$ cat config.mk
export PLATFORM = sky130hd
export DESIGN_NAME = pipe_barrel_shifter
export DESIGN_NICKNAME = d
export VERILOG_FILES = /design/src/rtl/pipe_barrel_shifter.sv
export SDC_FILE = /design/constraint.sdc
export NUM_CORES = 1
export LEC_CHECK = 0
export ABC_AREA = 1
export ABC_CLOCK_PERIOD_IN_PS = 7050
export CORE_MARGIN = 5
export CORE_UTILIZATION = 53
export CTS_BUF_LIST = sky130_fd_sc_hd__clkbuf_16
export DETAILED_ROUTE_END_ITERATION = 8
export PLACE_DENSITY = 0.79
export SLEW_MARGIN = 15
export SYNTH_ARGS = -nofsm -noshare
export SYNTH_HDL_FRONTEND = slang
export SYNTH_SLANG_ARGS = --single-unit
$ cat constraint.sdc
create_clock -name clk -period 7.05 [get_ports clk]
set_clock_uncertainty 0.2 [all_clocks]
set_input_delay 1.0575 -clock clk [delete_from_list [all_inputs] [get_ports clk]]
set_output_delay 1.0575 -clock clk [all_outputs]
set_load 0.05 [all_outputs]
$ cat src/rtl/pipe_barrel_shifter.sv
// Pipelined barrel shifter: SLL/SRL/SRA/ROR, one log2 level per registered stage.
// Ports: clk, rst (async high); in_valid/in_ready/in_din/in_shamt/in_op/in_tag;
//        out_valid/out_ready/out_dout/out_tag/out_carry.
// Optional: define BSHIFT_CARRY_EN to track the last bit shifted out (out_carry).
module pipe_barrel_shifter #(
    parameter int WIDTH = 32,
    parameter int TAG_W = 4,
    localparam int SHW = $clog2(WIDTH)
) (
    input  logic             clk,
    input  logic             rst,
    input  logic             in_valid,
    output logic             in_ready,
    input  logic [WIDTH-1:0] in_din,
    input  logic [SHW-1:0]   in_shamt,
    input  logic [1:0]       in_op,
    input  logic [TAG_W-1:0] in_tag,
    output logic             out_valid,
    input  logic             out_ready,
    output logic [WIDTH-1:0] out_dout,
    output logic [TAG_W-1:0] out_tag,
    output logic             out_carry
);

    localparam logic [1:0] OP_SLL = 2'b00;
    localparam logic [1:0] OP_SRL = 2'b01;
    localparam logic [1:0] OP_SRA = 2'b10;
    localparam logic [1:0] OP_ROR = 2'b11;

    // stage registers
    logic [SHW-1:0]   vld;
    logic [WIDTH-1:0] val  [SHW];
    logic [1:0]       opq  [SHW];
    logic [SHW-1:0]   shq  [SHW];
    logic [TAG_W-1:0] tagq [SHW];

    // per-stage inputs (stage 0 from ports, stage k from stage k-1)
    logic [SHW-1:0]   sv;
    logic [WIDTH-1:0] sd [SHW];
    logic [1:0]       so [SHW];
    logic [SHW-1:0]   ss [SHW];
    logic [TAG_W-1:0] st [SHW];

    logic [WIDTH-1:0] nd [SHW];
    logic [SHW-1:0]   ld;

    // Stage k loads when any stage from k to the end is empty or the sink
    // accepts; this is the unrolled form of ld[k] = ~vld[k] | ld[k+1].
    for (genvar k = 0; k < SHW; k++) begin : g_ld
        assign ld[k] = out_ready | ~(&vld[SHW-1:k]);
    end

    assign in_ready = ld[0] & ~rst;

    always_comb begin
        sv[0] = in_valid;
        sd[0] = in_din;
        so[0] = in_op;
        ss[0] = in_shamt;
        st[0] = in_tag;
        for (int k = 1; k < SHW; k++) begin
            sv[k] = vld[k-1];
            sd[k] = val[k-1];
            so[k] = opq[k-1];
            ss[k] = shq[k-1];
            st[k] = tagq[k-1];
        end
    end

    always_comb begin
        for (int k = 0; k < SHW; k++) begin
            nd[k] = sd[k];
            if (ss[k][k]) begin
                unique case (so[k])
                    OP_SLL: nd[k] = sd[k] << (1 << k);
                    OP_SRL: nd[k] = sd[k] >> (1 << k);
                    // sign bit never moves under SRA, so the stage MSB is din's MSB
                    OP_SRA: nd[k] = $signed(sd[k]) >>> (1 << k);
                    OP_ROR: nd[k] = (sd[k] >> (1 << k))
                                  | (sd[k] << (WIDTH - (1 << k)));
                endcase
            end
        end
    end

    always_ff @(posedge clk or posedge rst) begin
        if (rst) begin
            vld <= '0;
            for (int k = 0; k < SHW; k++) begin
                val[k]  <= '0;
                opq[k]  <= '0;
                shq[k]  <= '0;
                tagq[k] <= '0;
            end
        end else begin
            for (int k = 0; k < SHW; k++) begin
                if (ld[k]) begin
                    vld[k] <= sv[k];
                    if (sv[k]) begin
                        val[k]  <= nd[k];
                        opq[k]  <= so[k];
                        shq[k]  <= ss[k];
                        tagq[k] <= st[k];
                    end
                end
            end
        end
    end

    assign out_valid = vld[SHW-1];
    assign out_dout  = val[SHW-1];
    assign out_tag   = tagq[SHW-1];

`ifdef BSHIFT_CARRY_EN
    logic             cyq [SHW];
    logic             sc  [SHW];
    logic             nc  [SHW];
    logic [WIDTH-1:0] t;

    always_comb begin
        sc[0] = 1'b0;
        for (int k = 1; k < SHW; k++) begin
            sc[k] = cyq[k-1];
        end
    end

    // Last bit pushed out at this level. ROR's new MSB is v[2^k-1],
    // the same bit SRL/SRA drop last.
    always_comb begin
        t = '0;
        for (int k = 0; k < SHW; k++) begin
            nc[k] = sc[k];
            t = '0;
            if (ss[k][k]) begin
                if (so[k] == OP_SLL) begin
                    t = sd[k] >> (WIDTH - (1 << k));
                end else begin
                    t = sd[k] >> ((1 << k) - 1);
                end
                nc[k] = t[0];
            end
        end
    end

    always_ff @(posedge clk or posedge rst) begin
        if (rst) begin
            for (int k = 0; k < SHW; k++) begin
                cyq[k] <= 1'b0;
            end
        end else begin
            for (int k = 0; k < SHW; k++) begin
                if (ld[k] && sv[k]) begin
                    cyq[k] <= nc[k];
                end
            end
        end
    end

    assign out_carry = cyq[SHW-1];
`else
    assign out_carry = 1'b0;
`endif

endmodule
Word-level counts from Yosys, hierarchy flattened
Index checks and enable logic that the tools add are counted.

Register bits: 213. Input bits: 47. Output and inout bits: 39. Word-level logic and storage cells: 79.

Eq/ne operators: 15. Mux-type cells: 10. Bitwise logic cells: 17. Reductions and logical operators: 14.

Operator list (number): $pmux W32 S4 (5); $mux W32 (5); $or A16 B32 Y32 (1); $or A24 B32 Y32 (1); $or A28 B32 Y32 (1); $or A30 B32 Y32 (1); $or A31 B32 Y32 (1); $eq A2 B2 Y1 const B (10); $reduce_and A2 Y1 (6); $eq A2 B1 Y1 const B (5); $logic_not A2 Y1 (5); $not A1 Y1 (6); $or A1 B1 Y1 (5); $reduce_and A5 Y1 (1); $reduce_and A4 Y1 (1); $reduce_and A3 Y1 (1); $and A1 B1 Y1 (1).

Logic depth before layout (Yosys ltp)
Depth in word-level cells: 4. Depth in mapped cells: 9. Mapped depth without buffers: 7.

Least setup slack after synthesis
OpenSTA, ideal clock, no wires.

Path kind: in2out. Start point: input port rst. End point: output port in_ready. Arrival time: 5.886 ns. Data required time: 5.793 ns. Slack: -0.094 ns. Cell stages on the path: 3. Path buffers: 0. Path through: inv_1 nand2_1 inv_1.

Word-level cells in the longest chain between the ends: 2.

RTL lines: from (decl) (line 11) `input logic rst,`; $not A1 Y1 (line 53) `assign in_ready = ld[0] & ~rst;`; $and A1 B1 Y1 (line 53); to (decl) (line 13) `output logic in_ready,`.

Every way passes these cells.

Worst setup path in the final report
Start point: input port out_ready. End point: output port in_ready.

Word-level cells in the longest chain between the ends: 2.

RTL lines: from (decl) (line 19) `input logic out_ready,`; $or A1 B1 Y1 (line 50) `assign ld[k] = out_ready | ~(&vld[SHW-1:k]);`; $and A1 B1 Y1 (line 53).

Every way passes these cells.

==> results.ini <==
[run_status]
outcome = finished, final reports clean

[route]
wl_mm = 24.8
wl_met1_mm = 11.1
wl_per_cell_um = 12.9
highest_layer = met4
post-route-drc-count = 0
wl_met2_mm = 11.8
ant_nets = 0
vias = 9879
first_pass_iters = 5
met3_length_mm = 1.21
viasPerCell = 5.15
dr.first_iter.drc_count = 702

[global_routing]
track_usage = 0.209
grt_first_pass_wirelength_mm = 42.9
antenna_found_initial = 0
grt_max_degree = 204
grt_overflow = 0
grt_pass1_vias = 9129

[setup_path]
cp_slowest_cell = clkdlybuf4s50_1
path_delay_family = buffers and inverters
slowest_delay_ps = 790
cp_cell_sequence = clkdlybuf4s50_1 > inv_2 > nand3_2 > nand2_1 > inv_1 > clkdlybuf4s50_1
crit_type = in -> out
worst_setup_path_start_kind = primary input
reg2reg_slack_ps = 4610
crit_fanout = 4
worstSetupEndpointType = primary output
crit_buf_inv = 4
r2r-start = vld[4]
r2r_cells = 7
crit_arrival_ps = 2610
cp_common_cell = clkdlybuf4s50_1
required_ps = 5790
reg2reg_to = sd[124]

[timing]
relSlewSlack = 0.282
finalHoldViolations = 0
slew_violations = 0
setup_ws_ps = 3180
fin_crit_ps = 3870
whs_ps = 270
setup_viol = 0
fin_setup_tns_ps = 0
worstMarginPinSlew_ps = 1080
fmax_ghz = 0.259
rsz0062_at_grt = false
period_share = 0.549

[floorplanning]
fp.dieW_um = 154
die_area_um2 = 23700
rows = 52
die_h_um = 154
core_um2 = 20300
start_util = 0.540
io_pins = 86

[clock_network]
cts_resized = 0
clock_path_buffers = 3
cts_hold_buf = 0
insertion_delay_ps = 500
path_clk_slew_ps = 60
root_buffer = clkbuf_16
cts_max_level = 1
cts_setup_buffers = 0
numCtsBuffers = 22
numClockSinks = 203
cts_tree = built

[worst_hold_path]
worstHoldPathCells = 2
min_from = st[4]
hold_end = st[0]
hp-class = reg -> reg

[power_and_ir_drop]
peakVddDrop_v = 0.000215
p_total_uw = 5200
leakage_uw = 0.00659
powerDensity_nw_per_um2 = 416

[cells_and_area]
nFillCells = 1931
final_layout_size_suffix_gt1_frac = 0.0370
num_antenna_cells = 0
nets = 1681
area_growth_pct = 14.0
fin_area_um2 = 12500

[placed_design]
place_area_um2 = 11800
dp_hpwl_mm = 17.2
io_buffers = 84
post-place-ws_ps = 3180
gp_congestion = 0.875

[synthesis]
ys_ff_latch = 203
syn_inst = 1608
ys_warn_count = 0
syn_avg_cell_area_um2 = 6.82
synth_cell_type_count = 21
syn_nets = 1655
syn-cell-area_um2 = 11000
ys_seq_area_frac = 0.463

[run]
drv_cap = 0

==> cells in the mapped netlist (all sizes together) <==
| library cell | n | share of area |
|---|---|---|
| conb | 1 | 0.00034 |
| clkbuf | 34 | 0.012 |
| nor2 | 51 | 0.018 |
| a31oi | 17 | 0.0097 |
| dfrtp | 203 | 0.46 |
| nand3 | 127 | 0.058 |
| buf | 60 | 0.032 |
| o21ai | 134 | 0.061 |
| nand2 | 741 | 0.26 |
| a21oi | 58 | 0.026 |
| o22ai | 8 | 0.0046 |
| inv | 174 | 0.060 |
==> per-stage QoR <==
| stage | std cells | utilization |
|---|---|---|
| global route | 1920 | 0.616 |
| global placement | 1880 | 0.580 |
| detailed placement | 1880 | 0.580 |
| finish | 1920 | 0.616 |
| floorplan | 1608 | - |
| CTS | 1920 | 0.616 |
==> flip-flops by register name, indices dropped and copies added, names as in the netlist <==
register and count:
vld 5, out_tag 4, out_dout 32, sd 128, st 16, opq 8, shq 10
==> cells in the final DEF, fill, tap and decap left out <==
cell type,n
o21ai_0,121
inv_1,171
clkinv_1,4
dfrtp_1,203
nand2_4,1
nand3_2,1
bufinv_16,3
nand2_2,4
inv_2,6
nor2_2,4
a21oi_1,58
o22ai_1,8
clkinvlp_4,2
conb_1,1
nand3_1,126
clkinv_2,5
nor2_1,47
a31oi_1,17
clkbuf_16,23
buf_4,11
clkdlybuf4s50_1,84
buf_12,1
o21ai_1,13
nand2_1,736
==> report_power, final <==
group	leakage, uW	internal, uW	switching (uW)
Sequential	0.00254	1590	303
Combinational	0.00367	681	1480
Clock	0.000373	698	448
==> metal layers <==
layer | vias to the layer above | track usage
li1 | 5037 | -
met1 | 4534 | 0.287
met2 | 257 | 0.350
met3 | 51 | 0.0259
met4 | 0 | 0.0610
met5 | - | 0
==> how the worst max path moves through the flow <==
stage / startpoint / endpoint / slack (ps) / cells after the start
finish: out_ready / in_ready / 3180 / 6
global route: out_ready / in_ready / 3100 / 6
CTS: out_ready / in_ready / 3170 / 6
detailed placement: out_ready / in_ready / 3180 / 6
global placement: out_ready / in_ready / 3180 / 6
floorplan: rst / in_ready / 1350 / 3
==> logic make-up after synthesis <==
kind of cell	Yosys count	share of synthesized area
simple gates	919	0.332
buf+inv	268	0.103
other cells	1	0.000342
compound gates	217	0.102
flops	203	0.463
==> final cells by class <==
| cell class | count | area (um^2) | area share |
|---|---|---|---|
| Multi-Input combinational cell | 1137 | 4760 | 0.381 |
| Timing Repair Buffer | 96 | 943 | 0.0754 |
| Sequential cell | 203 | 5080 | 0.406 |
| Inverter | 174 | 657 | 0.0525 |
| Clock buffer | 23 | 576 | 0.0460 |
| Tap cell | 270 | 338 | 0.0270 |
| Clock inverter | 17 | 153 | 0.0122 |
==> worst register-to-register path, delay by kind of cell, from the launching register on <==
kind | cells | cell delay (ps)
buffers and inverters | 1 | 490
flip-flops | 1 | 390
AND/OR/NAND/NOR | 6 | 1240
(Power assumes the default switching activity.)
